## src/rtl/mem_bus_arbiter_if.sv

```systemverilog
// Bus bundle between the two requesting masters, the arbiter and the memory port.
// The arbiter connects through the slave modport; masters and memory use master.
interface mem_bus_arbiter_if #(
  parameter int ADDR_W = 64,
  parameter int DATA_W = 64
);
  logic              m0_req;
  logic              m1_req;
  logic              m0_we;
  logic              m1_we;
  logic [ADDR_W-1:0] m0_addr;
  logic [ADDR_W-1:0] m1_addr;
  logic [DATA_W-1:0] m0_wdata;
  logic [DATA_W-1:0] m1_wdata;
  logic              m0_ack;
  logic              m1_ack;
  logic              m0_err;
  logic              m1_err;
  logic [DATA_W-1:0] rdata;
  logic [ADDR_W-1:0] mem_address;
  logic [DATA_W-1:0] mem_wdata;
  logic              mem_read;
  logic              mem_write;
  logic [DATA_W-1:0] mem_rdata;
  logic              mem_ready;

  modport slave (
    input  m0_req, m1_req, m0_we, m1_we, m0_addr, m1_addr, m0_wdata, m1_wdata,
    input  mem_rdata, mem_ready,
    output m0_ack, m1_ack, m0_err, m1_err, rdata,
    output mem_address, mem_wdata, mem_read, mem_write
  );

  modport master (
    output m0_req, m1_req, m0_we, m1_we, m0_addr, m1_addr, m0_wdata, m1_wdata,
    output mem_rdata, mem_ready,
    input  m0_ack, m1_ack, m0_err, m1_err, rdata,
    input  mem_address, mem_wdata, mem_read, mem_write
  );
endinterface

```

## src/rtl/mem_bus_arbiter.sv

```systemverilog
// Round-robin two-master arbiter/sequencer for the single memory bus.
// Optional wait-state timeout is enabled by defining ARB_TIMEOUT_EN.
module mem_bus_arbiter #(
  parameter int ADDR_W  = 64,
  parameter int DATA_W  = 64,
  parameter int TIMEOUT = 16
) (
  input logic             clock,
  input logic             reset,
  mem_bus_arbiter_if.slave bus
);

  typedef enum logic [1:0] {
    IDLE = 2'd0,
    BUSY = 2'd1,
    DONE = 2'd2
  } state_t;

  if (TIMEOUT < 1 || TIMEOUT > 255) begin : g_bad_timeout
    $error("TIMEOUT must fit the 8-bit wait counter (1..255)");
  end

  state_t            r_state;
  // Doubles as the current grantee once a transaction is under way.
  logic              r_last_grant;
  logic              r_m0_ack;
  logic              r_m1_ack;
  logic              r_mem_read;
  logic              r_mem_write;
  logic [ADDR_W-1:0] r_mem_address;
  logic [DATA_W-1:0] r_mem_wdata;
  logic [DATA_W-1:0] r_rdata;
`ifdef ARB_TIMEOUT_EN
  logic              r_m0_err;
  logic              r_m1_err;
  logic [7:0]        r_cnt;
`endif

  logic              w_any;
  logic              w_pick;
  logic              w_we;
  logic [ADDR_W-1:0] w_addr;
  logic [DATA_W-1:0] w_wdata;

  always_comb begin
    w_any   = bus.m0_req | bus.m1_req;
    // M1 wins when alone, or on a tie when M0 was served last.
    w_pick  = bus.m1_req & (~bus.m0_req | ~r_last_grant);
    w_we    = w_pick ? bus.m1_we    : bus.m0_we;
    w_addr  = w_pick ? bus.m1_addr  : bus.m0_addr;
    w_wdata = w_pick ? bus.m1_wdata : bus.m0_wdata;
  end

  always_ff @(posedge clock or negedge reset) begin
    if (!reset) begin
      r_state       <= IDLE;
      r_last_grant  <= 1'b1;
      r_m0_ack      <= 1'b0;
      r_m1_ack      <= 1'b0;
      r_mem_read    <= 1'b0;
      r_mem_write   <= 1'b0;
      r_mem_address <= '0;
      r_mem_wdata   <= '0;
      r_rdata       <= '0;
`ifdef ARB_TIMEOUT_EN
      r_m0_err      <= 1'b0;
      r_m1_err      <= 1'b0;
      r_cnt         <= 8'd0;
`endif
    end else begin
      r_m0_ack <= 1'b0;
      r_m1_ack <= 1'b0;
`ifdef ARB_TIMEOUT_EN
      r_m0_err <= 1'b0;
      r_m1_err <= 1'b0;
`endif
      case (r_state)
        IDLE: begin
          if (w_any) begin
            r_last_grant  <= w_pick;
            r_mem_address <= w_addr;
            r_mem_wdata   <= w_wdata;
            r_mem_read    <= ~w_we;
            r_mem_write   <= w_we;
`ifdef ARB_TIMEOUT_EN
            r_cnt         <= 8'd0;
`endif
            r_state       <= BUSY;
          end
        end
        BUSY: begin
          if (bus.mem_ready) begin
            if (r_mem_read) r_rdata <= bus.mem_rdata;
            r_mem_read  <= 1'b0;
            r_mem_write <= 1'b0;
            r_m0_ack    <= ~r_last_grant;
            r_m1_ack    <= r_last_grant;
            r_state     <= DONE;
          end
`ifdef ARB_TIMEOUT_EN
          else if (r_cnt == 8'(TIMEOUT - 1)) begin
            r_rdata     <= '0;
            r_mem_read  <= 1'b0;
            r_mem_write <= 1'b0;
            r_m0_ack    <= ~r_last_grant;
            r_m1_ack    <= r_last_grant;
            r_m0_err    <= ~r_last_grant;
            r_m1_err    <= r_last_grant;
            r_state     <= DONE;
          end else begin
            r_cnt <= r_cnt + 8'd1;
          end
`endif
        end
        DONE:    r_state <= IDLE;
        default: r_state <= IDLE;
      endcase
    end
  end

  assign bus.m0_ack      = r_m0_ack;
  assign bus.m1_ack      = r_m1_ack;
  assign bus.rdata       = r_rdata;
  assign bus.mem_address = r_mem_address;
  assign bus.mem_wdata   = r_mem_wdata;
  assign bus.mem_read    = r_mem_read;
  assign bus.mem_write   = r_mem_write;
`ifdef ARB_TIMEOUT_EN
  assign bus.m0_err      = r_m0_err;
  assign bus.m1_err      = r_m1_err;
`else
  assign bus.m0_err      = 1'b0;
  assign bus.m1_err      = 1'b0;
`endif

endmodule

```

## src/flat_wrapper.sv

```systemverilog
// flat-port wrapper written by rule: the top's interface ports become plain ports
module mem_bus_arbiter_flat 
#(
  parameter int ADDR_W  = 64,
  parameter int DATA_W  = 64,
  parameter int TIMEOUT = 16
)
  (clock, reset, bus_m0_req, bus_m1_req, bus_m0_we, bus_m1_we, bus_m0_addr, bus_m1_addr, bus_m0_wdata, bus_m1_wdata, bus_mem_rdata, bus_mem_ready, bus_m0_ack, bus_m1_ack, bus_m0_err, bus_m1_err, bus_rdata, bus_mem_address, bus_mem_wdata, bus_mem_read, bus_mem_write);
  mem_bus_arbiter_if #(.ADDR_W(ADDR_W), .DATA_W(DATA_W)) bus_i ();
  input logic clock;
  input logic reset;
  input wire logic [$bits(bus_i.m0_req)-1:0] bus_m0_req;
  input wire logic [$bits(bus_i.m1_req)-1:0] bus_m1_req;
  input wire logic [$bits(bus_i.m0_we)-1:0] bus_m0_we;
  input wire logic [$bits(bus_i.m1_we)-1:0] bus_m1_we;
  input wire logic [$bits(bus_i.m0_addr)-1:0] bus_m0_addr;
  input wire logic [$bits(bus_i.m1_addr)-1:0] bus_m1_addr;
  input wire logic [$bits(bus_i.m0_wdata)-1:0] bus_m0_wdata;
  input wire logic [$bits(bus_i.m1_wdata)-1:0] bus_m1_wdata;
  input wire logic [$bits(bus_i.mem_rdata)-1:0] bus_mem_rdata;
  input wire logic [$bits(bus_i.mem_ready)-1:0] bus_mem_ready;
  output wire logic [$bits(bus_i.m0_ack)-1:0] bus_m0_ack;
  output wire logic [$bits(bus_i.m1_ack)-1:0] bus_m1_ack;
  output wire logic [$bits(bus_i.m0_err)-1:0] bus_m0_err;
  output wire logic [$bits(bus_i.m1_err)-1:0] bus_m1_err;
  output wire logic [$bits(bus_i.rdata)-1:0] bus_rdata;
  output wire logic [$bits(bus_i.mem_address)-1:0] bus_mem_address;
  output wire logic [$bits(bus_i.mem_wdata)-1:0] bus_mem_wdata;
  output wire logic [$bits(bus_i.mem_read)-1:0] bus_mem_read;
  output wire logic [$bits(bus_i.mem_write)-1:0] bus_mem_write;
  assign bus_i.m0_req = bus_m0_req;
  assign bus_i.m1_req = bus_m1_req;
  assign bus_i.m0_we = bus_m0_we;
  assign bus_i.m1_we = bus_m1_we;
  assign bus_i.m0_addr = bus_m0_addr;
  assign bus_i.m1_addr = bus_m1_addr;
  assign bus_i.m0_wdata = bus_m0_wdata;
  assign bus_i.m1_wdata = bus_m1_wdata;
  assign bus_i.mem_rdata = bus_mem_rdata;
  assign bus_i.mem_ready = bus_mem_ready;
  assign bus_m0_ack = bus_i.m0_ack;
  assign bus_m1_ack = bus_i.m1_ack;
  assign bus_m0_err = bus_i.m0_err;
  assign bus_m1_err = bus_i.m1_err;
  assign bus_rdata = bus_i.rdata;
  assign bus_mem_address = bus_i.mem_address;
  assign bus_mem_wdata = bus_i.mem_wdata;
  assign bus_mem_read = bus_i.mem_read;
  assign bus_mem_write = bus_i.mem_write;
  mem_bus_arbiter #(.ADDR_W(ADDR_W), .DATA_W(DATA_W), .TIMEOUT(TIMEOUT)) u_core (.clock(clock), .reset(reset), .bus(bus_i));
endmodule
```

## config.mk

```make
export PLATFORM = sky130hd
export DESIGN_NAME = mem_bus_arbiter_flat
export DESIGN_NICKNAME = d
export VERILOG_FILES = /design/src/rtl/mem_bus_arbiter_if.sv /design/src/rtl/mem_bus_arbiter.sv /design/src/flat_wrapper.sv
export SDC_FILE = /design/constraint.sdc
export NUM_CORES = 1
export LEC_CHECK = 0
export BUFFER_PORTS_ARGS = -buffer_cell sky130_fd_sc_hd__buf_2
export CAP_MARGIN = 20
export CORE_AREA = 4 4 201 203
export DETAILED_ROUTE_END_ITERATION = 10
export DIE_AREA = 0 0 205 207
export SYNTH_ARGS = -nofsm -noshare
export SYNTH_HDL_FRONTEND = slang
export SYNTH_SLANG_ARGS = --single-unit
```

## constraint.sdc

```tcl
create_clock -name clock -period 1.7 [get_ports clock]
set_input_delay 0.255 -clock clock [delete_from_list [all_inputs] [get_ports clock]]
set_output_delay 0.255 -clock clock [all_outputs]
set_load 0.01 [all_outputs]
```

==> impl_metrics.csv <==
group,metric,value,unit
status,status,"complete, but fails checks",
status,violations,"negative setup slack",
global_route,grt_use_total,12.7,%
yosys,yosysWarnings,0,
global_route,antenna_found_initial,1,
clock_tree,cts-root-buf,"clkbuf_16",
global_route,grt_pass1_wl,42.5,mm
layout,fin_util,34.2,%
route,wl_per_cell,16.8,µm
timing,fmax,568,MHz
route,ant_nets,0,
worst_setup_path,setup.worst_path.class,"reg2reg",
worst_setup_path,arrival,2080,ps
pwr,p_leak,0.00643,µW
route,via_count,6771,
clock_tree,clockBufferDepth,2,
route,dr.pass1.iters,4,
clock_tree,path_clk_slew,80,ps
timing,worst_clock_skew,10.0,ps
place,place.gp.congestion,0.818,
yosys,ys_types,21,
pwr,p_int,14800,µW
pwr,power_density,1700,nW/µm²
job,maxCapViolCount,0,
die,die_h,207,µm
clock_tree,cts.sinks,199,
place,dp_cells,1624,
layout,final_cell_count_no_fill,1660,
pwr,switchingPower,7630,µW
clock_tree,clock_latency,440,ps
pwr,power,22400,µW
timing,fin_tns_setup,-3400,ps
die,fp.dieW,205,µm
layout,area_growth,46.9,%
timing,hold_viol_final,0,
die,rows,72,
die,coreArea,38500,µm²
timing,period_needed,1760,ps
die,die-area,42400,µm²
timing,setup_ws,-62.1,ps
yosys,netlist_instances,573,
pwr,clkPwrFrac,19.5,%
yosys,synth.ff_latch_count,199,
yosys,avgSynthCellArea,15.6,µm²
pwr,peakVddDrop,0.747,mV
timing,slew_violations,0,
yosys,yosysSeqAreaShare,55.6,%
clock_tree,cts_tree,"yes",
route,drt_iter0_markers,210,
clock_tree,cts_max_level,4,
global_route,grt_max_degree,57,
pwr,seq_power_share,37.4,%
clock_tree,cts_buffers,17,
pwr,combPwrFrac,43.1,%
yosys,syn-cell-area,8950,µm²
worst_setup_path,critPathMaxFanout,20,
global_route,grt_pass1_vias,7754,
worst_setup_path,worstPathRequired,2020,ps
worst_setup_path,end_kind,"register",
timing,finalSetupViolCount,120,
layout,drive_above_1_share,72.1,%
global_route,grt_overflow,0,
worst_setup_path,cp-start-kind,"register",
hold_path,hold_class,"in2reg",
place,io_buffer_count,522,
pwr,p_sw_share,34.1,%
die,ios,525,
timing,rsz0062_at_grt,"yes",
layout,n_fill_cell,3865,
route,via_per_inst,4.08,
timing,min_period_over_period,104,%
die,initial_utilization,23.3,%
layout,fin_nets,1455,
place,dp_hpwl,22.2,mm
route,drt-total-wl,27.8,mm
route,drcViolationCount,0,
## state kept, by name, indices dropped and copies added (netlist names)
register,flops
u_core.bus.mem_wdata,64
u_core.bus.m1_ack,1
u_core.bus.rdata,64
u_core.r_state,2
u_core.bus.mem_write,1
u_core.bus.mem_read,1
u_core.r_last_grant,1
u_core.bus.mem_address,64
u_core.bus.m0_ack,1
## cell families (layout without fill, tap and decap cells)
kind of cell	Yosys count	after routing	share of synthesized area, %
mux	323	323	40.6
flops	199	199	55.6
buf+inv	37	604	2.92
simple gates	8	8	0.461
compound gates	5	5	0.349
other cells	1	3	0.0419
## cells in the final DEF, fill, tap and decap left out, drive strengths merged
cell type and instances:
inv 6, bufinv 3, nand3b 1, nor2 2, diode 1, o21ai 2, dfstp 1, a21oi 1
nand2 2, buf 567, a21bo 1, mux2i 1, conb 2, dlygate4sd3 3, clkbuf 19, dfrtp 198
clkinvlp 2, clkinv 4, a31oi 1, nand2b 1, and2 2, mux2 322
## path summary, 6_finish.rpt
check | depth (start not counted) | slack (ps) | to | from
worst max register to register | 5 | -60 | u_core.bus.mem_wdata[31] | u_core.r_last_grant
worst max-delay path | 5 | -60 | u_core.bus.mem_wdata[31] | u_core.r_last_grant
max in group asynchronous | 3 | 750 | u_core.bus.mem_address[48] | reset
worst min-delay path | 2 | 40 | u_core.bus.rdata[54] | bus_mem_rdata[54]
worst min register to register | 1 | 500 | u_core.bus.rdata[33] | u_core.bus.rdata[33]
min in group asynchronous | 2 | 310 | u_core.bus.rdata[23] | reset
## critical path, cell delays in order, from the launching register on
cell,delay [ps]
dfstp_2,540
a21bo_4,160
buf_12,170
buf_12,170
mux2_1,330
mux2_2,250
## synth_stat cells
library cell / instances / area [µm²]
a21bo_2: 1 / 10.0
a21oi_1: 1 / 5.00
a31oi_1: 1 / 6.26
and2_1: 2 / 12.5
buf_2: 17 / 85.1
buf_4: 3 / 22.5
buf_6: 12 / 135
clkbuf_1: 4 / 15.0
conb_1: 1 / 3.75
dfrtp_1: 198 / 4950
dfstp_2: 1 / 26.3
inv_1: 1 / 3.75
mux2_1: 110 / 1240
mux2_2: 212 / 2390
mux2i_1: 1 / 10.0
nand2_1: 2 / 7.51
nand2b_1: 1 / 6.26
nand3b_1: 1 / 7.51
nor2_1: 2 / 7.51
o21ai_0: 1 / 5.00
o21ai_1: 1 / 5.00
## per-layer routing
metal	vias to the layer above	global-route usage [%]	wire (µm)
met2	314	23.7	14600
met5	-	0	0
met1	3290	13.3	10200
li1	3150	-	-
met3	17	4.52	2710
met4	0	3.47	335
## repair_timing
item	in CTS	in global routing
endpoints found under the setup margin	129	129
buffers inserted	0	0
hold endpoints to repair	33	0
hold buffers	3	0
gates resized for setup	3	4
## power by group through the flow
stage	registers, µW	clock network [µW]	logic [µW]
2_1_floorplan	9500	0	4180
3_3_place_gp	8370	0	9660
3_5_place_dp	8450	0	9830
4_1_cts	8390	4550	9850
5_1_grt	8680	4740	10400
6_report	8370	4370	9650
## per-stage QoR
stage | setup WS, ps | hold slack, ps | instance area, µm²
detailed placement | -62.6 | 212 | 12500
CTS | -71.6 | 1.13 | 13100
global placement | -54.0 | 209 | 12500
floorplan | 28.0 | -40.6 | 8960
global route | -118 | 4.59 | 13200
finish | -62.1 | 42.1 | 13200
## layout make-up
| cell class | instances | area, µm² | share of cell area [%] |
|---|---|---|---|
| antenna | 1 | 2.50 | 0.0190 |
| clock buffer | 18 | 439 | 3.34 |
| clock inverter | 14 | 185 | 1.41 |
| inverter | 1 | 3.75 | 0.0285 |
| multi-input combinational | 338 | 3760 | 28.6 |
| sequential | 199 | 4980 | 37.9 |
| tap | 518 | 648 | 4.93 |
| timing repair buffer | 571 | 3130 | 23.8 |
No activity file was read; power rests on OpenSTA's default activity.
